<file path="src/rtl/half_sub.sv">
// -----------------------------------------------------------------------------
// half_sub
//
// Registered 1-bit half subtractor replicated across LANES independent lanes.
// Each lane computes difference D = a ^ b and borrow B = ~a & b. Results are
// registered with a one-cycle latency and qualified by out_valid.
//
// Parameters:
//   LANES  number of independent 1-bit subtractor lanes (>= 1)
//   CNT_W  width of the optional borrow event counter (>= 1)
//
// Ports:
//   clk        in   1      sole clock, rising edge
//   rst        in   1      synchronous active-high reset
//   a          in   LANES  minuend bits
//   b          in   LANES  subtrahend bits
//   in_valid   in   1      a/b accepted this cycle when high
//   D          out  LANES  registered difference
//   B          out  LANES  registered borrow
//   out_valid  out  1      high one cycle after an accepted input
//   borrow_cnt out  CNT_W  saturating count of borrow events
//                          (present only when HALF_SUB_BORROW_CNT_EN is defined)
//
// Build option:
//   HALF_SUB_BORROW_CNT_EN  adds borrow_cnt, which accumulates popcount(~a & b)
//                           on every accepted input and saturates at all-ones.
// -----------------------------------------------------------------------------
module half_sub #(
    parameter int LANES = 1,
    parameter int CNT_W = 8
) (
    input  logic             clk,
    input  logic             rst,
    input  logic [LANES-1:0] a,
    input  logic [LANES-1:0] b,
    input  logic             in_valid,
    output logic [LANES-1:0] D,
    output logic [LANES-1:0] B,
    output logic             out_valid
`ifdef HALF_SUB_BORROW_CNT_EN
    ,
    output logic [CNT_W-1:0] borrow_cnt
`endif
);

    logic [LANES-1:0] w_d_p0;
    logic [LANES-1:0] w_b_p0;
    logic [LANES-1:0] r_d_p1;
    logic [LANES-1:0] r_b_p1;
    logic             r_vld_p1;

    assign w_d_p0 = a ^ b;
    assign w_b_p0 = ~a & b;

    // ---- stage p0 -> p1: register lane results and valid ----
    always_ff @(posedge clk) begin
        if (rst) begin
            r_vld_p1 <= 1'b0;
            r_d_p1   <= '0;
            r_b_p1   <= '0;
        end else begin
            r_vld_p1 <= in_valid;
            if (in_valid) begin
                r_d_p1 <= w_d_p0;
                r_b_p1 <= w_b_p0;
            end
        end
    end

    assign D         = r_d_p1;
    assign B         = r_b_p1;
    assign out_valid = r_vld_p1;

`ifdef HALF_SUB_BORROW_CNT_EN
    localparam int PC_W  = $clog2(LANES + 1);
    localparam int SUM_W = ((CNT_W > PC_W) ? CNT_W : PC_W) + 1;

    function automatic logic [PC_W-1:0] popcount(input logic [LANES-1:0] v);
        logic [PC_W-1:0] n;
        n = '0;
        for (int i = 0; i < LANES; i++) begin
            n = n + PC_W'(v[i]);
        end
        return n;
    endfunction

    // Sum is formed one bit wider than either operand so overflow is
    // visible and can be clamped instead of wrapping.
    function automatic logic [CNT_W-1:0] sat_add(input logic [CNT_W-1:0] c,
                                                 input logic [PC_W-1:0]  inc);
        logic [SUM_W-1:0] s;
        logic [SUM_W-1:0] lim;
        s   = SUM_W'(c) + SUM_W'(inc);
        lim = SUM_W'({CNT_W{1'b1}});
        if (s > lim) begin
            return {CNT_W{1'b1}};
        end
        return s[CNT_W-1:0];
    endfunction

    logic [CNT_W-1:0] r_cnt_p1;

    // ---- stage p0 -> p1: borrow event accumulation ----
    always_ff @(posedge clk) begin
        if (rst) begin
            r_cnt_p1 <= '0;
        end else if (in_valid) begin
            r_cnt_p1 <= sat_add(r_cnt_p1, popcount(w_b_p0));
        end
    end

    assign borrow_cnt = r_cnt_p1;
`endif

endmodule

</file>
<file path="config.mk">
export PLATFORM = sky130hd
export DESIGN_NAME = half_sub
export DESIGN_NICKNAME = d
export VERILOG_FILES = /design/src/rtl/half_sub.sv
export SDC_FILE = /design/constraint.sdc
export NUM_CORES = 1
export LEC_CHECK = 0
export ABC_AREA = 1
export BUFFER_PORTS_ARGS = -buffer_cell sky130_fd_sc_hd__buf_2
export CAP_MARGIN = 20
export CELL_PAD_IN_SITES_DETAIL_PLACEMENT = 2
export CELL_PAD_IN_SITES_GLOBAL_PLACEMENT = 2
export CORE_AREA = 2 2 39 41
export DETAILED_ROUTE_END_ITERATION = 8
export DIE_AREA = 0 0 41 43
export GPL_TIMING_DRIVEN = 0
export HOLD_SLACK_MARGIN = 0.03
export PLACE_DENSITY_LB_ADDON = 0.1
export SYNTH_ARGS = -nofsm -noshare
export SYNTH_HDL_FRONTEND = slang
export SYNTH_SLANG_ARGS = --single-unit
</file>
<file path="constraint.sdc">
create_clock -name clk -period 0.8 [get_ports clk]
set_input_delay 0.12 -clock clk [delete_from_list [all_inputs] [get_ports clk]]
set_output_delay 0.12 -clock clk [all_outputs]
set_load 0.01 [all_outputs]
</file>
### Yosys cells after proc, flatten, opt, wreduce, memory -nomap -nowiden

Index checks and enable logic that the tools add are counted.

| storage, ports and cells | value |
|---|---|
| flip-flop bits (word level) | 3 |
| output and inout port bits | 3 |
| logic and storage cells | 6 |

| cells by class | value |
|---|---|
| bitwise operators | 3 |

Operators with widths:

| operator | count |
|---|---|
| 1-bit bitwise AND | 1 |
| 1-bit NOT | 1 |
| 1-bit XOR | 1 |

### Depth between registers and ports, before layout

Gate-level depths: netlist of the first run.

| logic depth | value |
|---|---|
| depth in word-level cells | 2 |
| mapped depth | 5 |

### Worst setup path before layout of the first run

No wires, ideal clock.

| timing | value |
|---|---|
| path kind | input to register |
| from | input a |
| to | register r_d_p1, in the netlist D |
| library setup time | 64 ps |
| arrival time | 571 ps |
| required time | 736 ps |
| setup slack | 165 ps |
| cell stages on the path | 5 |
| buffers on the path | 0 |
| cell sequence | inv_1 -> ha_1 -> nand2_1 -> inv_1 -> nor2_1 |

| on the way | value |
|---|---|
| longest elaborated chain between the ends | 1 |

Ends and longest elaborated chain:

| element | RTL line | source |
|---|---|---|
| from (decl) | 34 | `input logic [LANES-1:0] a,` |
| 1-bit XOR | 52 | `assign w_d_p0 = a ^ b;` |
| to (signal assigned) | 64 | `r_d_p1 <= w_d_p0;` |
| to (decl) | 48 | `logic [LANES-1:0] r_d_p1;` |

No other way between the ends.
A chain may end at the register's enable or synchronous reset.

### Final worst setup path of the first run

| timing | value |
|---|---|
| from | register r_b_p1, in the netlist B |
| to | output B |

RTL lines:

| element | RTL line | source |
|---|---|---|
| from (decl) | 49 | `logic [LANES-1:0] r_b_p1;` |
| from (signal assigned) | 65 | `r_b_p1 <= w_b_p0;` |
| to (decl) | 38 | `output logic [LANES-1:0] B,` |

No word-level cell between the ends.

==> metrics.sh, run 1 <==
REQUIRED_PS=680
RELSLEWSLACK_PCT=89.0
NUMCLOCKSINKS=3
TIMING_WORST_SLEW_PIN_VALUE_PS=163
FIN_CRIT_SH_PCT=97.5
WORST_EP_ARRIVAL_TIME_PS=660
SYN_AREA_UM2=119
LEADING_CELL_TYPES_BY_TOTAL_AREA_AFTER_SYNTHESIS='sky130_fd_sc_hd__dfxtp_1, sky130_fd_sc_hd__inv_1, sky130_fd_sc_hd__ha_1'
CATEGORY_OF_THE_CRITICAL_SETUP_TIMING_PATH='register to output port'
FINAL_LAYOUT_SIZE_SUFFIX_GT1_SHARE_PCT=50.0
POST-CTS-SETUP-BUFFER-COUNT=0
ANT_NETS=0
HOLD_VIOLATIONS=0
SETUP_VIOLATIONS=0
CLOCKBUFFERDEPTH=2
FIN_WORST_SKEW_PS=0
WORST_PATH_MAX_DELAY_CELL='sky130_fd_sc_hd__dfxtp_2'
YS_FF_LATCH=3
DIE-AREA_UM2=1760
FIRST_GLOBAL_VIAS=128
NETS=33
STATUS='complete, no violations'
RRSETUPSLACK_PS=140
FLOORPLAN.ROWS=14
ROUTED_WIRE_LENGTH_PER_INSTANCE_UM=7.29
AREAGROWTHSYNTHTOFINISH_PCT=81.1
WIRELENGTH_UM=306
CORE_AREA_UM2=1380
REGISTER_AREA_UM2=62.6
CLOCKROOTBUFFER='sky130_fd_sc_hd__clkbuf_4'
FMAX_MHz=1280
CRITICAL_PATH.MAX_FANOUT=2
POST_LAYOUT_INSTANCE_COUNT_EXCLUDING_FILLER_CELLS=42
SYNTH_CELL_TYPES=8
PORTBUFFERS=7
SETUP_TOTAL_NEGATIVE_SLACK_PS=0
FINAL_MAX_SLEW_VIOL_COUNT=0
MOSTFREQUENTLAYOUTCELL='sky130_fd_sc_hd__buf_2'
DIEWIDTH_UM=41
GRT_SETUP_UNREPAIRED='false'
WORSTSETUPSTARTPOINT='B'
GRT_USAGE_PCT=4.51
POWER_PER_CELL_AREA_nW_PER_UM2=2290
TOTAL_LEAKAGE_POWER_nW=0.118
INITIAL_UTILIZATION_PCT=8.59
SEQUENTIAL_CELL_AREA_FRACTION_IN_THE_YOSYS_REPORT_PCT=50.5
SYNTH_FP_NETS=21
GRT_FIRST_PASS_WIRELENGTH_UM=469
DIEHEIGHT_UM=43
SYNTH.LARGEST_AREA_CELL='sky130_fd_sc_hd__dfxtp_1'
FINALCOREUTILIZATION_PCT=15.6
CTS_TREE='yes'
FILLER_CELL_COUNT=169
ANTENNA_FOUND_INITIAL=0
N_ANTENNA_CELL=0
POSTSYNTHCELLCOUNT=15
FIN_TOTAL_PWR_mW=0.493
POST_CTS_HOLD_BUFFER_COUNT=0
IO_PINS=8
MAXIMUM_NUMBER_OF_PINS_ON_ONE_NET_BEFORE_GLOBAL_ROUTE_REPAIR=5
ITERATION_0_DRC_MARKERS=0
CLK_PIN_SLEW_WORST_PATHS_PS=40
VIAS_CELL=3.12
ROUTABILITYCONGESTION=0.556
GRT_OVERFLOW=0
DRV_CAP=0
WORST_SETUP_SP_TYPE='register'
DP_HPWL_UM=253
YOSYS_WARNINGS=0
LAYOUT_COMMON_CELLS='sky130_fd_sc_hd__buf_2, sky130_fd_sc_hd__inv_1, sky130_fd_sc_hd__nor2_1, sky130_fd_sc_hd__clkbuf_4'
CTS_BUFFERS=3
MAX-VDD-IR-DROP_mV=0.394
SYNTH_TOP_AREA_SHARE_PCT=50.5
LAYOUT_MIN_CYCLE_TIME_PS=780
MAX_STAGE_DELAY_PS=320
MIN_PATH_TYPE='input pin to register'
MULTI_INPUT_COMBINATIONAL_CELL_AREA_UM2=43.8
LAUNCHING_POINT_OF_THE_WORST_REG2REG_PATH='B'
CLOCK_INSERTION_DELAY_WORST_SKEW_PS=230
CRITICAL-PATH-TOP-DELAY-FAMILY='flip-flops'
MAX_H_TREE_LEVEL=1
PLACEDCELLCOUNT=38
CRITICAL_PATH.N_BUFFERS_INVERTERS=1
ROUTE.DETAILED.DRC=0
VIA_COUNT=131
HOLD_START='rst'
CRIT_PATH_END_KIND='output port'
CTS_RESIZED=3
CRIT_CHAIN='buf_6'
DETAILEDROUTE.FIRSTPASSITERATIONCOUNT=1
SYNTH.AVG_CELL_AREA_UM2=7.92
registers in the layout, indices dropped and copies added, names as in the netlist:
register / flops
B: 1
D: 1
out_valid: 1
synthesized netlist by cell type:
library cell,n
sky130_fd_sc_hd__dfxtp_1,3
sky130_fd_sc_hd__nor2_1,3
sky130_fd_sc_hd__o21ai_0,1
sky130_fd_sc_hd__inv_1,4
sky130_fd_sc_hd__nor2_2,1
sky130_fd_sc_hd__ha_1,1
sky130_fd_sc_hd__nand2_1,1
sky130_fd_sc_hd__o21ai_1,1
stage by stage:
| step | hold slack, ps | worst slack (ps) | cell area, um2 |
|---|---|---|---|
| final | 64.3 | 19.8 | 215 |
| after global routing | 73.9 | 2.16 | 215 |
| after CTS | 59.8 | 9.20 | 209 |
| after detailed placement | 307 | 31.5 | 174 |
| after global placement | 299 | 33.9 | 174 |
| after floorplan | 192 | 165 | 119 |
per-layer routing:
| metal | track usage [%] | part of all wire [%] | vias to the layer above |
|---|---|---|---|
| li1 | - | - | 65 |
| met1 | 4.79 | 42 | 54 |
| met2 | 4.69 | 39 | 10 |
| met3 | 4.71 | 13 | 2 |
| met4 | 4.00 | 4.6 | 0 |
| met5 | 0 | 0 | - |
cell families after synthesis:
family,after synthesis,share of synthesized area [%]
AOI/OAI and AO/OA,2,8.41
adders and majority gates,1,10.5
buffers and inverters,4,12.6
DFF,3,50.5
and+or+nand+nor,5,17.9
layout make-up:
class | count | share of cell area, %
Tap cell | 16 | 9.30
Multi-Input combinational cell | 8 | 20.3
Timing Repair Buffer | 7 | 22.1
Clock buffer | 4 | 12.2
Inverter | 4 | 6.98
Sequential cell | 3 | 29.1
power breakdown:
group	internal [mW]	switching [mW]
Clock	0.187	0.0820
Combinational	0.0303	0.0259
Sequential	0.162	0.00529
final timing paths:
kind / to / depth (start not counted)
max: B / 1
min: out_valid / 2
max reg2reg: B / 2
min reg2reg: D / 2
Power figures use the tool's default switching activity.
==> run 2: changes to the inputs <==
--- a/config.mk
+++ b/config.mk
@@ -15,7 +15,7 @@
 export DIE_AREA = 0 0 41 43
 export GPL_TIMING_DRIVEN = 0
 export HOLD_SLACK_MARGIN = 0.03
-export PLACE_DENSITY_LB_ADDON = 0.1
+export PLACE_DENSITY_LB_ADDON = 0.08
 export SYNTH_ARGS = -nofsm -noshare
 export SYNTH_HDL_FRONTEND = slang
 export SYNTH_SLANG_ARGS = --single-unit
==> run 2 against run 1 <==
  * First-iteration DRC count is the same
  * Routed wire length increased by 2.6%
  * Sequential share of layout area did not move
  * Setup slack improved by 3.5 ps
  * Highest routed layer unchanged
  * Sequential power about the same
  * Critical endpoint is now D
  * Maximum frequency increased by 0.45%
  * Worst hold slack worse by 2.8 ps
  * Largest power group unchanged
==> metrics.sh, run 2 (synthesis results as in run 1) <==
RRSETUPSLACK_PS=140
POWER_PER_CELL_AREA_nW_PER_UM2=2270
LAUNCHING_POINT_OF_THE_WORST_REG2REG_PATH='B'
FLOORPLAN.ROWS=14
WORST_EP_ARRIVAL_TIME_PS=660
N_ANTENNA_CELL=0
DP_HPWL_UM=258
GRT_USAGE_PCT=4.80
INITIAL_UTILIZATION_PCT=8.59
GRT.MET1_USAGE_PCT=4.46
MAX-VDD-IR-DROP_mV=0.353
FIRST_GLOBAL_VIAS=148
HOLD_START='rst'
WORST_SETUP_SP_TYPE='register'
REG2REGPATHDEPTH=2
IO_PINS=8
MET3_TRACK_UTILIZATION_FROM_GLOBAL_ROUTING_PCT=1.57
MOSTFREQUENTLAYOUTCELL='sky130_fd_sc_hd__buf_2'
CRITICAL_PATH.MAX_FANOUT=2
RR_ENDPOINT='B'
DRV_CAP=0
DIEWIDTH_UM=41
GRT_FIRST_PASS_WIRELENGTH_UM=483
DIEHEIGHT_UM=43
CRITICAL-PATH-TOP-DELAY-FAMILY='flip-flops'
FMAX_MHz=1290
WORST_HOLD_PATH.NUM_CELLS=2
MET2_USAGE_GRT_PCT=5.00
MAX_STAGE_DELAY_PS=310
POST-CTS-SETUP-BUFFER-COUNT=0
FINAL_MAX_SLEW_VIOL_COUNT=0
CLOCK_INSERTION_DELAY_WORST_SKEW_PS=230
POST_CTS_HOLD_BUFFER_COUNT=0
SETUP_TOTAL_NEGATIVE_SLACK_PS=0
ITERATION_0_DRC_MARKERS=0
GRT_SETUP_UNREPAIRED='true'
VIAS_CELL=2.98
NUMCLOCKSINKS=3
LAYOUT_COMMON_CELLS='sky130_fd_sc_hd__buf_2, sky130_fd_sc_hd__inv_1, sky130_fd_sc_hd__nor2_1, sky130_fd_sc_hd__clkbuf_4'
CLOCKBUFFERDEPTH=2
GLOBAL_ROUTE_HOTTEST_LAYER='met4'
CRIT_CHAIN='buf_6'
FIN_WORST_SKEW_PS=0
AREAGROWTHSYNTHTOFINISH_PCT=81.1
GRT_OVERFLOW=0
CLOCKROOTBUFFER='sky130_fd_sc_hd__clkbuf_4'
VIA_COUNT=125
STATUS='complete, no violations'
LAYOUT_MIN_CYCLE_TIME_PS=777
CTS_TREE='yes'
ROUTED_WIRE_LENGTH_PER_INSTANCE_UM=7.48
SETUP_VIOLATIONS=0
MAXIMUM_NUMBER_OF_PINS_ON_ONE_NET_BEFORE_GLOBAL_ROUTE_REPAIR=5
CTS_BUFFERS=3
WIRELENGTH_UM=314
CLK_PIN_SLEW_WORST_PATHS_PS=40
ROUTABILITYCONGESTION=0.582
CRIT_PATH_END_KIND='output port'
TOTAL_PLACED_INSTANCE_AREA_UM2=174
PORTBUFFERS=7
ROUTE.DETAILED.DRC=0
CORE_AREA_UM2=1380
MAX_H_TREE_LEVEL=1
FINISH.INSTANCE_AREA_UM2=215
DIE-AREA_UM2=1760
REQUIRED_PS=680
HOLD_PATH_END='out_valid'
ANTENNA_FOUND_INITIAL=0
CRITICAL_PATH.N_BUFFERS_INVERTERS=1
TIMING_WORST_SLEW_PIN_VALUE_PS=171
FINAL_LAYOUT_SIZE_SUFFIX_GT1_SHARE_PCT=50.0
WORST_PATH_MAX_DELAY_CELL='sky130_fd_sc_hd__dfxtp_2'
MIN_PATH_TYPE='input pin to register'
FIN_CRIT_SH_PCT=97.1
RELSLEWSLACK_PCT=88.5
TOTAL_LEAKAGE_POWER_nW=0.118
HOLD_VIOLATIONS=0
ANT_NETS=0
CATEGORY_OF_THE_CRITICAL_SETUP_TIMING_PATH='register to output port'
NETS=33
DETAILEDROUTE.FIRSTPASSITERATIONCOUNT=1
-- run 2: worst max path at each step --
| stage | start | endpoint | slack, ps | cells after the start |
|---|---|---|---|---|
| finish | D | D | 20 | 1 |
| global route | D | D | -9 | 1 |
| CTS | D | D | 0.5 | 1 |
| detailed placement | a | D | 30 | 6 |
| global placement | a | D | 30 | 6 |
| floorplan | a | D | 170 | 5 |
-- run 2: per-stage QoR --
step | power (mW) | cells | hold WS, ps | util [%] | setup slack (ps)
floorplan | 0.190 | 15 | 192 | - | 165
global placement | 0.217 | 38 | 296 | 12.6 | 31.3
detailed placement | 0.217 | 38 | 302 | 12.6 | 26.5
CTS | 0.497 | 42 | 53.2 | 14.6 | 0.531
global route | 0.525 | 42 | 67.2 | 15.6 | -8.55
finish | 0.489 | 42 | 61.6 | 15.6 | 23.3
-- run 2: what timing repair did --
item                                    CTS  global route
endpoints found under the setup margin    2             2
pin swaps                                 0             0
cloned                                    0             0
resized for setup                         2             2
-- run 2: report_power, final --
| group | internal [mW] | switching (mW) | leakage [nW] |
|---|---|---|---|
| logic | 0.0306 | 0.0258 | 0.0777 |
| registers | 0.162 | 0.00530 | 0.0255 |
| clock network | 0.187 | 0.0784 | 0.0150 |
-- run 2: metal layers --
metal,wire length (um),vias to the layer above
met3,37,2
li1,-,66
met1,124,51
met2,139,6
met4,12,0
met5,0,-
-- run 2: cell type report --
type	count	area, um2
fill	172	1170
multi-input combinational	8	43.8
tap	16	20.0
sequential	3	62.6
timing repair buffer	7	47.5
inverter	4	15.0
clock buffer	4	26.3
==> run 3: changes to the inputs <==
--- a/config.mk
+++ b/config.mk
@@ -5,7 +5,6 @@
 export SDC_FILE = /design/constraint.sdc
 export NUM_CORES = 1
 export LEC_CHECK = 0
-export ABC_AREA = 1
 export BUFFER_PORTS_ARGS = -buffer_cell sky130_fd_sc_hd__buf_2
 export CAP_MARGIN = 20
 export CELL_PAD_IN_SITES_DETAIL_PLACEMENT = 2
==> run 3 against run 2 <==
  * Die area is the same
  * Sequential power is essentially flat
  * Sequential cell count is the same
  * Combinational power shrank 9.2%
  * Non-clock buffer count is the same
  * First-iteration DRC count grew 1
  * Clock skew is the same
  * Design area shrank 1.7%
  * Clock power grew 4%
  * Via count shrank 12%
  * Highest routed layer is now met3
==> metrics.sh, run 3 <==
REG2REGPATHDEPTH=2
ROUTED_WIRE_LENGTH_PER_INSTANCE_UM=8.73
REQUIRED_PS=680
COMB_POWER_SHARE_PCT=10.4
YOSYS.CELL_COUNT.TOP_TYPE='sky130_fd_sc_hd__dfxtp_1'
SYNTH_EDF_COUNT=0
VIAS_CELL=2.97
ROUTE.DETAILED.DRC=0
POWER_PER_CELL_AREA_nW_PER_UM2=2330
FINAL_LAYOUT_SIZE_SUFFIX_GT1_SHARE_PCT=61.9
WIRELENGTH_UM=323
SEQUENTIAL_CELL_AREA_FRACTION_IN_THE_YOSYS_REPORT_PCT=55.8
YOSYS_WARNINGS=0
SYNTH_TOP_AREA_SHARE_PCT=55.8
VIA_COUNT=110
N_ANTENNA_CELL=0
CRIT_CHAIN='buf_6'
SYNTHTOPCELLSBYCOUNT='sky130_fd_sc_hd__dfxtp_1, sky130_fd_sc_hd__nor2_1'
MAXIMUM_NUMBER_OF_PINS_ON_ONE_NET_BEFORE_GLOBAL_ROUTE_REPAIR=5
POWER_FRAC_CLOCK_PCT=55.8
ANT_NETS=0
CRITICAL_PATH.MAX_FANOUT=2
GRT.MET1_USAGE_PCT=3.82
WORST_HOLD_SLACK_PS=73.3
ITERATION_0_DRC_MARKERS=1
NUMCLOCKSINKS=3
INITIAL_UTILIZATION_PCT=7.78
ROUTABILITYCONGESTION=0.560
PORTBUFFERS=7
HOLD_START='rst'
POST-CTS-SETUP-BUFFER-COUNT=0
MAX-VDD-IR-DROP_mV=0.485
SYNTH_CELL_TYPES=7
FIN_CRIT_SH_PCT=97.9
DETAILEDROUTE.FIRSTPASSITERATIONCOUNT=2
CLOCKBUFFERDEPTH=2
WORST_SETUP_SP_TYPE='register'
SEQ_POWER_SHARE_PCT=33.8
CLK_PIN_SLEW_WORST_PATHS_PS=40
DIE-AREA_UM2=1760
MAX_STAGE_DELAY_PS=320
SYNTH.AVG_CELL_AREA_UM2=10.8
STATUS='complete, no violations'
WORST_HOLD_PATH.NUM_CELLS=2
NETS=28
POSTSYNTH.TOPFLOPCELL='sky130_fd_sc_hd__dfxtp_1'
SYNTH.LARGEST_AREA_CELL='sky130_fd_sc_hd__dfxtp_1'
CLOCK_INSERTION_DELAY_WORST_SKEW_PS=230
LEADING_CELL_TYPES_BY_TOTAL_AREA_AFTER_SYNTHESIS='sky130_fd_sc_hd__dfxtp_1, sky130_fd_sc_hd__ha_1, sky130_fd_sc_hd__mux2i_1'
SETUP_VIOLATIONS=0
FMAX_MHz=1280
DIEHEIGHT_UM=43
ANTENNA_FOUND_INITIAL=0
SETUP_TOTAL_NEGATIVE_SLACK_PS=0
WORSTSETUPSTARTPOINT='B'
GRT_SETUP_UNREPAIRED='true'
MOSTFREQUENTLAYOUTCELL='sky130_fd_sc_hd__buf_2'
REGISTER_AREA_UM2=63.8
FIRST_GLOBAL_VIAS=130
WORST_EP_ARRIVAL_TIME_PS=660
CRITICAL-PATH-TOP-DELAY-FAMILY='flip-flops'
GRT_FIRST_PASS_WIRELENGTH_UM=517
MAX_H_TREE_LEVEL=1
YS_ASYNC_SR_FRACTION_PCT=0
HOLD_PATH_END='D'
CLOCKROOTBUFFER='sky130_fd_sc_hd__clkbuf_4'
IO_PINS=8
CTS_TREE='yes'
TIMING_WORST_SLEW_PIN_VALUE_PS=165
SYN_AREA_UM2=108
YS_FF_LATCH=3
SYNTH_FP_NETS=16
POWER.INTERNAL_mW=0.379
CTS_BUFFERS=3
SWSHARE_PCT=23.0
CRITICAL_PATH.N_BUFFERS_INVERTERS=1
LAYOUT_MIN_CYCLE_TIME_PS=783
SWITCHINGPOWER_mW=0.113
LAUNCHING_POINT_OF_THE_WORST_REG2REG_PATH='D'
RRSETUPSLACK_PS=160
MET2_USAGE_GRT_PCT=6.88
CRIT_PATH_END_KIND='output port'
RELSLEWSLACK_PCT=88.9
LAYOUT_COMMON_CELLS='sky130_fd_sc_hd__buf_2, sky130_fd_sc_hd__dfxtp_2, sky130_fd_sc_hd__clkbuf_4, sky130_fd_sc_hd__buf_6, sky130_fd_sc_hd__nor2_1'
POSTSYNTHCELLCOUNT=10
AREAGROWTHSYNTHTOFINISH_PCT=96.5
DIEWIDTH_UM=41
MIN_PATH_TYPE='input pin to register'
TOTAL_LEAKAGE_POWER_nW=0.101
GRT_USAGE_PCT=5.51
CATEGORY_OF_THE_CRITICAL_SETUP_TIMING_PATH='register to output port'
FLOORPLAN.ROWS=14
FINAL_MAX_SLEW_VIOL_COUNT=0
HOLD_VIOLATIONS=0
RR_ENDPOINT='D'
CORE_AREA_UM2=1380
DRV_CAP=0
MET3_TRACK_UTILIZATION_FROM_GLOBAL_ROUTING_PCT=6.28
GRT_OVERFLOW=0
MULTI_INPUT_COMBINATIONAL_CELL_AREA_UM2=43.8
FIN_WORST_SKEW_PS=0
GLOBAL_ROUTE_HOTTEST_LAYER='met2'
POST_CTS_HOLD_BUFFER_COUNT=0
WORST_PATH_MAX_DELAY_CELL='sky130_fd_sc_hd__dfxtp_2'
FILLER_CELL_COUNT=162
run 3: cell types whose count changed after synthesis, sizes merged:
cell,before,now
nand2,1,0
mux2i,0,1
inv,4,1
a211oi,0,1
nor2,4,2
o21ai,2,0
nor2b,0,1
run 3: worst max path at each step:
stage | endpoint | slack (ps) | depth (start not counted)
2_1_floorplan | D | 110 | 3
3_3_place_gp | D | -30 | 4
3_5_place_dp | D | -30 | 4
4_1_cts | out_valid | 3 | 1
5_1_grt | B | -10 | 1
6_report | B | 20 | 1
run 3: cell type report:
class,count,share of cell area (%)
sequential,3,30.2
timing repair buffer,7,25.4
multi-input combinational,6,20.7
clock buffer,4,12.4
tap,16,9.47
inverter,1,1.78
run 3: what timing repair did:
item	in CTS	in global routing
gates resized for setup	5	1
endpoints found under the setup margin	3	3
hold endpoints to repair	0	0
run 3: layer usage:
layer	part of all wire (%)	wire length [um]	vias up
met4	0	0	0
met3	5.6	18	0
met5	0	0	-
met2	58	186	5
li1	-	-	55
met1	37	118	50
run 3: kinds of logic after synthesis:
kind of cell,share of synthesized area (%)
adder cells (fa/ha/maj),11.6
AO/OA/AOI/OAI,6.98
buffers and inverters,3.49
flip-flops,55.8
multiplexers,9.30
AND/OR/NAND/NOR,12.8
run 3: power by group through the flow:
stage               Clock (mW)  Sequential [mW]  Combinational, mW
CTS                      0.292            0.166             0.0503
floorplan                    0            0.169             0.0129
global placement             0            0.164             0.0441
global route             0.308            0.167             0.0576
finish                   0.275            0.167             0.0513
detailed placement           0            0.165             0.0426
run 3: per-stage QoR:
step / setup WS (ps) / utilization (%) / instances / power (mW) / cell area, um2
final: 16.7 / 15.3 / 37 / 0.492 / 211
after detailed placement: -34.1 / 11.8 / 33 / 0.208 / 163
after global routing: -14.4 / 15.3 / 37 / 0.533 / 211
after floorplan: 107 / - / 10 / 0.182 / 108
after global placement: -31.7 / 11.8 / 33 / 0.209 / 163
after CTS: 3.46 / 14.8 / 37 / 0.509 / 205
